$ cat config.mk
export PLATFORM = sky130hd
export DESIGN_NAME = hazard_ctrl
export DESIGN_NICKNAME = d
export VERILOG_FILES = /design/src/rtl/wisc_pkg.sv /design/src/rtl/sat_counter16.sv /design/src/rtl/hazard_ctrl.sv
export SDC_FILE = /design/constraint.sdc
export NUM_CORES = 1
export LEC_CHECK = 0
export CAP_MARGIN = 30
export CELL_PAD_IN_SITES_DETAIL_PLACEMENT = 0
export CELL_PAD_IN_SITES_GLOBAL_PLACEMENT = 1
export CORE_MARGIN = 2
export CORE_UTILIZATION = 37
export DETAILED_ROUTE_END_ITERATION = 10
export GPL_TIMING_DRIVEN = 0
export HOLD_SLACK_MARGIN = 0.08
export PLACE_DENSITY_LB_ADDON = 0.1
export SYNTH_ARGS = -nofsm -noshare
export SYNTH_HDL_FRONTEND = slang
export SYNTH_SLANG_ARGS = --single-unit
$ cat constraint.sdc
create_clock -name clk -period 2.9 [get_ports clk]
set_clock_uncertainty 0.15 [all_clocks]
set_input_delay 0.435 -clock clk [delete_from_list [all_inputs] [get_ports clk]]
set_output_delay 0.435 -clock clk [all_outputs]
set_load 0.05 [all_outputs]
$ cat src/rtl/wisc_pkg.sv
// Shared pipeline-control types: hazard FSM states and the hard-wired zero register.
package wisc_pkg;

  typedef enum logic [1:0] {
    RUN   = 2'd0,
    FLUSH = 2'd1,
    HALT  = 2'd2
  } hz_state_t;

  localparam logic [3:0] REG_ZERO = 4'd0;

endpackage

$ cat src/rtl/sat_counter16.sv
// 16-bit event counter that sticks at 0xFFFF; a synchronous clear wins over an increment.
module sat_counter16 (
  input  logic        clk,
  input  logic        rst_n,
  input  logic        clr,
  input  logic        inc,
  output logic [15:0] count
);

  logic [15:0] count_q;
  logic [15:0] count_d;

  always_comb begin
    // NOTE: assign a default before any branch so no path leaves count_d unassigned (no latch).
    count_d = count_q;
    if (clr) begin
      count_d = 16'd0;
    end else if (inc && (count_q != 16'hFFFF)) begin
      count_d = count_q + 16'd1;
    end
  end

  // NOTE: sequential state uses non-blocking assignments; the reset is asynchronous and active-low.
  always_ff @(posedge clk or negedge rst_n) begin
    if (!rst_n) begin
      count_q <= 16'd0;
    end else begin
      count_q <= count_d;
    end
  end

  assign count = count_q;

endmodule

$ cat src/rtl/hazard_ctrl.sv
// Pipeline hazard controller: load-use stalls, redirect squashes and HLT, plus
// saturating stall/flush performance counters.
module hazard_ctrl
  import wisc_pkg::*;
#(
  parameter int REDIRECT_BUBBLES = 2
) (
  input  logic        clk,
  input  logic        rst_n,
  input  logic [3:0]  id_rs1,
  input  logic [3:0]  id_rs2,
  input  logic        id_uses_rs1,
  input  logic        id_uses_rs2,
  input  logic        id_hlt,
  input  logic        ex_mem_to_reg,
  input  logic [3:0]  ex_reg_rd,
  input  logic        ex_redirect,
  input  logic        cnt_clr,
  output logic        pc_stall,
  output logic        ifid_stall,
  output logic        ifid_flush,
  output logic        idex_flush,
  output logic        halted,
  output logic [15:0] stall_cnt,
  output logic [15:0] flush_cnt
);

  localparam logic [1:0] BUB_LOAD = 2'(REDIRECT_BUBBLES - 1);

  hz_state_t  state_q, state_d;
  logic [1:0] bub_q, bub_d;
  logic       lu;
  logic       stall_inc;

  assign lu = ex_mem_to_reg && (ex_reg_rd != REG_ZERO) &&
              ((id_uses_rs1 && (id_rs1 == ex_reg_rd)) ||
               (id_uses_rs2 && (id_rs2 == ex_reg_rd)));

  always_comb begin
    state_d    = state_q;
    bub_d      = bub_q;
    pc_stall   = 1'b0;
    ifid_stall = 1'b0;
    ifid_flush = 1'b0;
    idex_flush = 1'b0;
    halted     = 1'b0;
    stall_inc  = 1'b0;
    unique case (state_q)
      RUN: begin
        if (ex_redirect) begin
          ifid_flush = 1'b1;
          idex_flush = 1'b1;
          if (REDIRECT_BUBBLES > 1) begin
            bub_d   = BUB_LOAD;
            state_d = FLUSH;
          end
        end else if (lu) begin
          pc_stall   = 1'b1;
          ifid_stall = 1'b1;
          idex_flush = 1'b1;
          stall_inc  = 1'b1;
        end else if (id_hlt) begin
          // Outputs stay low so the HLT itself moves into ID/EX.
          state_d = HALT;
        end
      end
      FLUSH: begin
        // Wrong-path or bubble instructions: redirect, lu and hlt are ignored.
        ifid_flush = 1'b1;
        idex_flush = 1'b1;
        bub_d      = bub_q - 2'd1;
        if (bub_q == 2'd1) begin
          state_d = RUN;
        end
      end
      HALT: begin
        pc_stall   = 1'b1;
        ifid_stall = 1'b1;
        idex_flush = 1'b1;
        halted     = 1'b1;
      end
      default: state_d = RUN;
    endcase
    // Outputs are forced low for the whole time reset is held.
    if (!rst_n) begin
      pc_stall   = 1'b0;
      ifid_stall = 1'b0;
      ifid_flush = 1'b0;
      idex_flush = 1'b0;
      halted     = 1'b0;
      stall_inc  = 1'b0;
    end
  end

  always_ff @(posedge clk or negedge rst_n) begin
    if (!rst_n) begin
      state_q <= RUN;
      bub_q   <= 2'd0;
    end else begin
      state_q <= state_d;
      bub_q   <= bub_d;
    end
  end

  sat_counter16 u_stall_cnt (
    .clk   (clk),
    .rst_n (rst_n),
    .clr   (cnt_clr),
    .inc   (stall_inc),
    .count (stall_cnt)
  );

  sat_counter16 u_flush_cnt (
    .clk   (clk),
    .rst_n (rst_n),
    .clr   (cnt_clr),
    .inc   (ifid_flush),
    .count (flush_cnt)
  );

endmodule

After elaboration in Yosys (flattened, before gate mapping)
Index checks and enable logic that the tools add are counted.

Register bits after elaboration: 36. Output and inout bits: 37.

$add $sub $neg: 3. Eq/ne operators: 11. Muxes and demuxes: 25. Bitwise gates (word level): 1. Reduce and logical (&&, ||, !) cells: 15.

Operators with widths (number): 2-to-1 mux 16 bit (4); adder 16 x 1 -> 16 bit (second input constant) (2); inequality test 16 bit (second input constant) (2); 2-to-1 mux 1 bit (11); 2-to-1 mux 2 bit (5); == test 4 bit (2); logical AND 1 bit (6); inequality test 3 bit (second input constant) (2); one-hot mux 1 bit (2 select lines) (3); one-hot mux 2 bit (3 select lines) (1); nonzero test 2 bit (3); == test 2 x 1 -> 1 bit (second input constant) (2); inequality test 2 bit (second input constant) (2); one-hot mux 2 bit (2 select lines) (1); AND reduction 4 bit (1); nonzero test 4 bit (1); == test 2 bit (second input constant) (1); logical NOT 2 bit (1); AND reduction 2 bit (1); OR reduction 2 bit (1); subtractor 2 x 1 -> 2 bit (second input constant) (1); logical OR 1 bit (1); NOT 1 bit (1).

Longest topological paths before layout
Gate-level depths: netlist of the first run.

Depth in word-level cells: 11. Depth in mapped cells: 9. Depth with buffers taken out: 8.

Hierarchy
From an unflattened synthesis of the first run, not the netlist that was laid out.

Cell total of the unflattened synthesis: 249. Area total of the unflattened synthesis: 2331.0 um2.

Modules (own cells, without submodules): sat_counter16 (instances 2, cells an instance 98, area an instance 942.2 um2, seq. area each 400.4 um2); hazard_ctrl (instances 1, cells an instance 53, area an instance 446.7 um2, seq. area each 100.1 um2).

Worst setup path before layout of the first run
No wires, ideal clock.

Path kind: input -> output. From: input port ex_reg_rd[0]. To: output port pc_stall. Arrival: 2.208 ns. Data required time: 2.315 ns. Slack: 0.107 ns. Stages on the path: 8. Path through: o41a_1 nand3_1 nor4_4 o21ai_2 buf_6 buf_2 nand2b_1 buf_4.

Word-level cells in the longest chain between the ends: 8.

Ends and longest elaborated chain: start, declared (line hazard_ctrl.sv:16) `input logic [3:0] ex_reg_rd,`; == test 4 bit, on equally long branches (line hazard_ctrl.sv:36, hazard_ctrl.sv:37); logical AND 1 bit, on equally long branches (line hazard_ctrl.sv:36, hazard_ctrl.sv:37); logical OR 1 bit (line hazard_ctrl.sv:36) `((id_uses_rs1 && (id_rs1 == ex_reg_rd)) ||`; logical AND 1 bit (*) (line hazard_ctrl.sv:35) `assign lu = ex_mem_to_reg && (ex_reg_rd != REG_ZERO) &&`; 2-to-1 mux 1 bit (*) (2 in series); one-hot mux 1 bit (2 select lines) (*); 2-to-1 mux 1 bit (*); end, declared (line hazard_ctrl.sv:19) `output logic pc_stall,`.

Every way passes the cells marked *; elsewhere a longest branch is shown, timed or not.

Worst setup path in the final report of the first run
From: input port ex_mem_to_reg. To: output port pc_stall.

Word-level cells in the longest chain between the ends: 6.

Ends and longest elaborated chain: start, declared (line hazard_ctrl.sv:15) `input logic ex_mem_to_reg,`; logical AND 1 bit (2 in series) (line hazard_ctrl.sv:35); 2-to-1 mux 1 bit (line hazard_ctrl.sv:57) `end else if (lu) begin`; 2-to-1 mux 1 bit (line hazard_ctrl.sv:50) `if (ex_redirect) begin`; one-hot mux 1 bit (2 select lines) (line hazard_ctrl.sv:48) `unique case (state_q)`; 2-to-1 mux 1 bit (line hazard_ctrl.sv:85) `if (!rst_n) begin`.

Every way passes these cells.

==> results of run 1 <==
==> cells in the final DEF, fill, tap and decap left out, types with 2 or more instances in the layout <==
cell type / instances
dlygate4sd3_1: 2
xnor2_1: 7
mux2i_1: 2
and2_1: 3
nand2b_1: 4
dlymetal6s2s_1: 4
and4_1: 4
inv_1: 8
buf_2: 5
or3_1: 5
a31oi_1: 2
o21ai_1: 5
o31ai_1: 8
dfrtp_1: 36
clkbuf_8: 5
nor3_1: 2
mux2_1: 5
xor2_1: 13
clkbuf_1: 4
nand3_2: 2
nand3_1: 13
nand4_1: 7
o21ai_0: 3
clkdlybuf4s50_1: 46
nand2_1: 12
nor2_1: 28
buf_4: 4
a21oi_1: 17
nor2b_1: 8
nor4_4: 2
nor4_1: 2
ha_1: 7
or4_1: 7
and3_1: 5
==> flip-flops by register name, indices dropped and copies added, names as in the netlist <==
signal / flops
u_stall_cnt.count: 16
bub_q: 2
state_q: 2
u_flush_cnt.count: 16
==> metal layers <==
layer / vias to the layer above / track usage [%]
met2: 49 / 27.4
met1: 938 / 23.8
li1: 984 / -
met5: - / 0
met4: 0 / 5.08
met3: 5 / 4.56
==> stage by stage <==
step | worst slack (ns) | cells
2_1_floorplan | 0.107 | 237
3_3_place_gp | -1.76 | 367
3_5_place_dp | -0.941 | 368
4_1_cts | 0.00453 | 379
5_1_grt | 0.00898 | 379
6_report | 0.146 | 379
==> layout make-up <==
cell class / instances / area (um2)
repair buffers: 60 / 597
clock buffers: 5 / 68.8
inverters: 8 / 30.0
flip-flops and latches: 36 / 901
fillers: 573 / 2810
well taps: 75 / 93.8
plain buffers: 8 / 43.8
multi-input cells: 184 / 1230
clock inverters: 3 / 42.5
==> kinds of logic after synthesis <==
group,after synthesis
and+or+nand+nor,107
AOI/OAI and AO/OA,43
DFF,36
xor gates and xnor gates,20
buffers and inverters,17
muxes,7
adders and majority gates,7
==> worst max-delay path, cell delays in order <==
cell             delay (ns)
clkdlybuf4s50_1        0.45
o41a_1                 0.20
nand3_2                0.11
nor4_4                 0.34
o21ai_2                0.13
buf_6                  0.14
nand2b_1               0.07
buf_4                  0.10
buf_4                  0.18
==> path summary, 6_finish.rpt <==
path | cells after the start | slack (ns) | endpoint
hold / removal | 1 | 0.36 | bub_q[1]
max in group asynchronous | 3 | 1.01 | u_stall_cnt.count[9]
hold reg to reg | 1 | 0.36 | bub_q[1]
setup / recovery | 9 | 0.15 | pc_stall
min in group asynchronous | 3 | 0.53 | u_flush_cnt.count[0]
setup reg to reg | 8 | 0.38 | u_flush_cnt.count[15]
==> power by group <==
group	switching (mW)	leakage, nW	total, mW	internal [mW]
clock	0.199	0.0541	0.453	0.255
combinational	0.255	0.686	0.409	0.154
sequential	0.0277	0.497	0.560	0.532
total	0.481	1.24	1.42	0.941
==> repair_timing <==
| item | 4_1_cts | 5_1_grt |
|---|---|---|
| endpoints found under the hold margin | 12 | 0 |
| endpoints found under the setup margin | 4 | 2 |
| setup buffers | 2 | 0 |
| gates resized for setup | 18 | 5 |
| pin swaps | 1 | 3 |
| hold buffers | 2 | 0 |
==> results.cfg, run 1 <==
[detailed_routing]
drt_iter0_drc = 44
top_layer_used = met4
drc_errors = 0
post_drt_wl_per_cell_um = 14.4
num_vias = 1976
wl_met3_um = 340
ant_nets = 0
wl_met2_mm = 2.49
wl_mm = 5.46
firstDrtPassIters = 4
via_per_inst = 5.21
wirelength_met1_mm = 2.57

[clock_network]
cts_buffers = 5
clk-insertion-delay-late_ns = 0.30
htreeDepth = 2
cts-root-buf = clkbuf_8
clkTransAtPathRegs_ns = 0.08
cts_tree = done
clockBufferDepth = 2
clock-sinks = 36

[yosys]
yosysUniqueCellTypes = 41
syn_area_um2 = 2200
ys_top_cells_by_area = dfrtp_1, xor2_1, nor2_1
synth_top_family_by_area = simple AND/OR/NAND/NOR gates
syn_inst = 237
muxShareOfSynthArea_pct = 3.47
synthSimpleGateAreaFrac_pct = 27.5
synth_fp_nets = 264
synth_xor_area_share_pct = 7.97
netlist_top_cells_count = dfrtp_1, nor2_1, a21oi_1, nand3_1, xor2_1
yosys_warnings = 0
syn_area_per_cell_um2 = 9.28
synth-compound-area-share_pct = 12.5
synthFlopType = dfrtp_1
synth_seq_cells = 36
synth_edf_count = 0
synthAdderAreaFrac_pct = 3.98
synth_top_cell_area_share_pct = 41.0
netlist.top_cell.by_area = dfrtp_1
synth-seq-area-share_pct = 41.0
synth_most_common_cell = dfrtp_1
async_flop_share_pct = 100

[die]
rows = 28
start_util_pct = 37.8
ios = 57
die_height_um = 81.1
die_area_um2 = 6570
fp.coreArea_um2 = 5820
die_x_um = 81.1

[power_and_ir_drop]
powerDensity_nw_per_um2 = 473
peakVddDrop_mv = 0.260
p_leak_nw = 1.24
power_mw = 1.42

[timing]
layout_min_cycle_time_ns = 2.75
rsz0062_at_grt = no
final.period_utilization_pct = 95.0
hold_violations = 0
maxSlewHeadroom_pct = 58.8
final.setup.tns_ns = 0
fmax_ghz = 0.363
tightestPinTransition_ns = 0.609
whs_ns = 0.357
slew_violations = 0
setup_violations = 0

[run]
max_cap_viol_count = 0

[finish]
layout.nets = 330
area_delta_synth_final_pct = 36.7
drive_gt1_share_pct = 8.88
final_util_pct = 51.7
antenna_cells = 0
stdcell_area_um2 = 3010

[worst_hold_path]
hold_class = reg -> reg
hp-start = bub_q[1]

[placement]
dp_hpwl_mm = 4.02
port_buffers = 55
gp_congestion = 0.749
placed_cell_area_um2 = 2860

[global_routing]
antenna_found_initial = 0
grt_pass1_wl_mm = 8.87
track_usage_pct = 17.5
grt_pass1_vias = 1861
grt.overflow.total = 0
grt_max_degree = 27

[worst_setup_path]
critPathLaunchType = input pin
critPathKind = in -> out
r2r_start = state_q[0]
required_ns = 2.32
cp_max_fo = 4
endpoint_kind = output port
arrival_ns = 2.17
startpoint = ex_mem_to_reg

[status]
status = completed
Note: power is estimated with default switching activity, not from simulation.
==> run 2, diff against run 1 <==
Settings changed: ABC_AREA set to 1, CORE_ASPECT_RATIO set to 1.25, CORE_UTILIZATION 37 to 36.
==> results.cfg, run 2 <==
[detailed_routing]
wl_mm = 6.88
drc_errors = 0
firstDrtPassIters = 5
post_drt_wl_per_cell_um = 13.4
ant_nets = 0
via_per_inst = 4.88
drt_iter0_drc = 78
num_vias = 2500

[yosys]
syn_area_per_cell_um2 = 7.17
synth_top_cell_area_share_pct = 35.2
synthFlopType = dfrtp_1
ys_top_cells_by_area = dfrtp_1, nand2_1, nand3_1
synth-seq-area-share_pct = 35.2
yosys_warnings = 0
netlist.top_cell.by_area = dfrtp_1
synth_fp_nets = 384
syn_inst = 357
synth_edf_count = 0
async_flop_share_pct = 100
yosysUniqueCellTypes = 35
netlist_top_cells_count = nand2_1, nand3_1, inv_1, dfrtp_1, nor2_1
synth_most_common_cell = nand2_1
synth_seq_cells = 36
syn_area_um2 = 2560

[die]
die_area_um2 = 7800
ios = 57
fp.coreArea_um2 = 6930
die_x_um = 79.4
rows = 34
start_util_pct = 36.9
die_height_um = 98.3

[worst_setup_path]
r2r_cells = 9
r2r_start = u_stall_cnt.count[0]
reg2reg_slack_ns = 0.86
endpoint_kind = output port
r2r_end = u_stall_cnt.count[15]
required_ns = 2.32
critPathKind = in -> out
arrival_ns = 2.24
slowest_delay_ns = 0.54
cp_cell_sequence = clkdlybuf4s50_1 -> inv_2 -> nand2_1 -> nand2_1 -> nor2_2 -> nand3_1 -> nand2_2 -> nand3_1 -> a211oi_1 -> clkdlybuf4s15_1
slowest_stage = clkdlybuf4s50_1
cp_max_fo = 4
critPathLaunchType = input pin

[global_routing]
grt.overflow.total = 0
grt_max_degree = 25
grt_pass1_vias = 2357
grt_pass1_wl_mm = 11.4
track_usage_pct = 18.6
antenna_found_initial = 0

[clock_network]
clk-insertion-delay-late_ns = 0.29
post_cts_buffers = 0
cts_tree = done
cts_buffers = 5
htreeDepth = 2
cts-root-buf = clkbuf_8
clockBufferDepth = 2
clock-sinks = 36
clkTransAtPathRegs_ns = 0.08

[finish]
final_util_pct = 48.2
layout.nets = 449
stdcell_area_um2 = 3340
layout_common_cells = nand2_1, nand3_1, clkdlybuf4s50_1, inv_1, dfrtp_1
area_delta_synth_final_pct = 30.7
drive_gt1_share_pct = 8.29
antenna_cells = 0
final_common_cell = nand2_1

[timing]
rsz0062_at_grt = yes
setup_violations = 0
final.period_utilization_pct = 97.5
whs_ns = 0.0744
fmax_ghz = 0.354
slew_violations = 0
layout_min_cycle_time_ns = 2.83
tightestPinTransition_ns = 0.583
maxSlewHeadroom_pct = 61.0
hold_violations = 0
fin_ws_ns = 0.0731

[power_and_ir_drop]
peakVddDrop_mv = 0.214
p_leak_nw = 1.61
powerDensity_nw_per_um2 = 401

[worst_hold_path]
hold_class = in -> async

[placement]
pre_cts_slack_ns = -0.320
placed_cell_area_um2 = 3240
gp_congestion = 0.856
dp_hpwl_mm = 5.37
port_buffers = 55

[run]
max_cap_viol_count = 0

[status]
status = completed
-- run 2: changes by cell type after synthesis, moves of 7 or more --
cell	change
inv_1	+40
o31ai_1	-8
o21ai_0	+9
nand2_1	+72
nand3_1	+39
a21oi_1	-14
nor2b_1	-8
or4_1	-7
nor3_1	+13
-- run 2: where the power goes --
group / leakage (nW) / switching, mW / total [mW] / internal, mW
Sequential: 0.496 / 0.0255 / 0.555 / 0.529
Combinational: 1.07 / 0.282 / 0.429 / 0.147
Clock: 0.0400 / 0.193 / 0.356 / 0.163
Total: 1.61 / 0.501 / 1.34 / 0.839
-- run 2: final cells by class --
cell class	instances	area (um2)
timing repair buffer	58	591
clock buffer	5	68.8
clock inverter	2	12.5
multi-input combinational	260	1390
inverter	52	195
buffer	9	68.8
sequential	36	901
fill	724	3590
tap	90	113
-- run 2: critical path, delay by kind of cell --
family / cells / cell delay (ns)
compound gates: 1 / 0.23
simple gates: 6 / 0.44
buf+inv: 3 / 1.13
-- run 2: worst max path at each step --
stage,start,to,slack (ns),cells past startpoint
4_1_cts,ex_reg_rd[1],idex_flush,0.02,10
3_3_place_gp,rst_n,pc_stall,-1.66,5
6_report,ex_reg_rd[1],idex_flush,0.07,10
3_5_place_dp,ex_reg_rd[1],pc_stall,-0.32,11
5_1_grt,ex_reg_rd[1],idex_flush,-0.08,10
2_1_floorplan,ex_reg_rd[0],idex_flush,0.23,7
-- run 2: routing by layer --
layer	wire length, um	vias to the layer above	track usage, %	share of wire [%]
met5	0	-	0	0
met4	105	0	5.57	1.5
met3	219	7	3.23	3.2
met2	3530	52	33.2	51
met1	3020	1156	22.4	44
li1	-	1285	-	-
-- run 2: cell families after synthesis --
kind of cell    after synthesis  share of synthesized area, %
simple gates                205                          37.4
buf+inv                      61                          10.3
flops                        36                          35.2
compound gates               24                          5.48
xor+xnor                     24                          8.22
fa+ha+maj                     7                          3.42
-- run 2: timing repair --
item / in CTS / in global routing
endpoints found under the setup margin: 3 / 3
hold buffers: 2 / 0
gates resized for setup: 4 / 4
hold endpoints to repair: 12 / 0
-- run 2: per-stage QoR --
stage / total power, mW / TNS, ns / instances
floorplan: 0.846 / 0 / 357
global placement: 0.990 / -31.01 / 502
detailed placement: 0.999 / -0.825 / 503
CTS: 1.35 / 0 / 512
global route: 1.42 / -0.0764 / 512
finish: 1.34 / 0 / 512
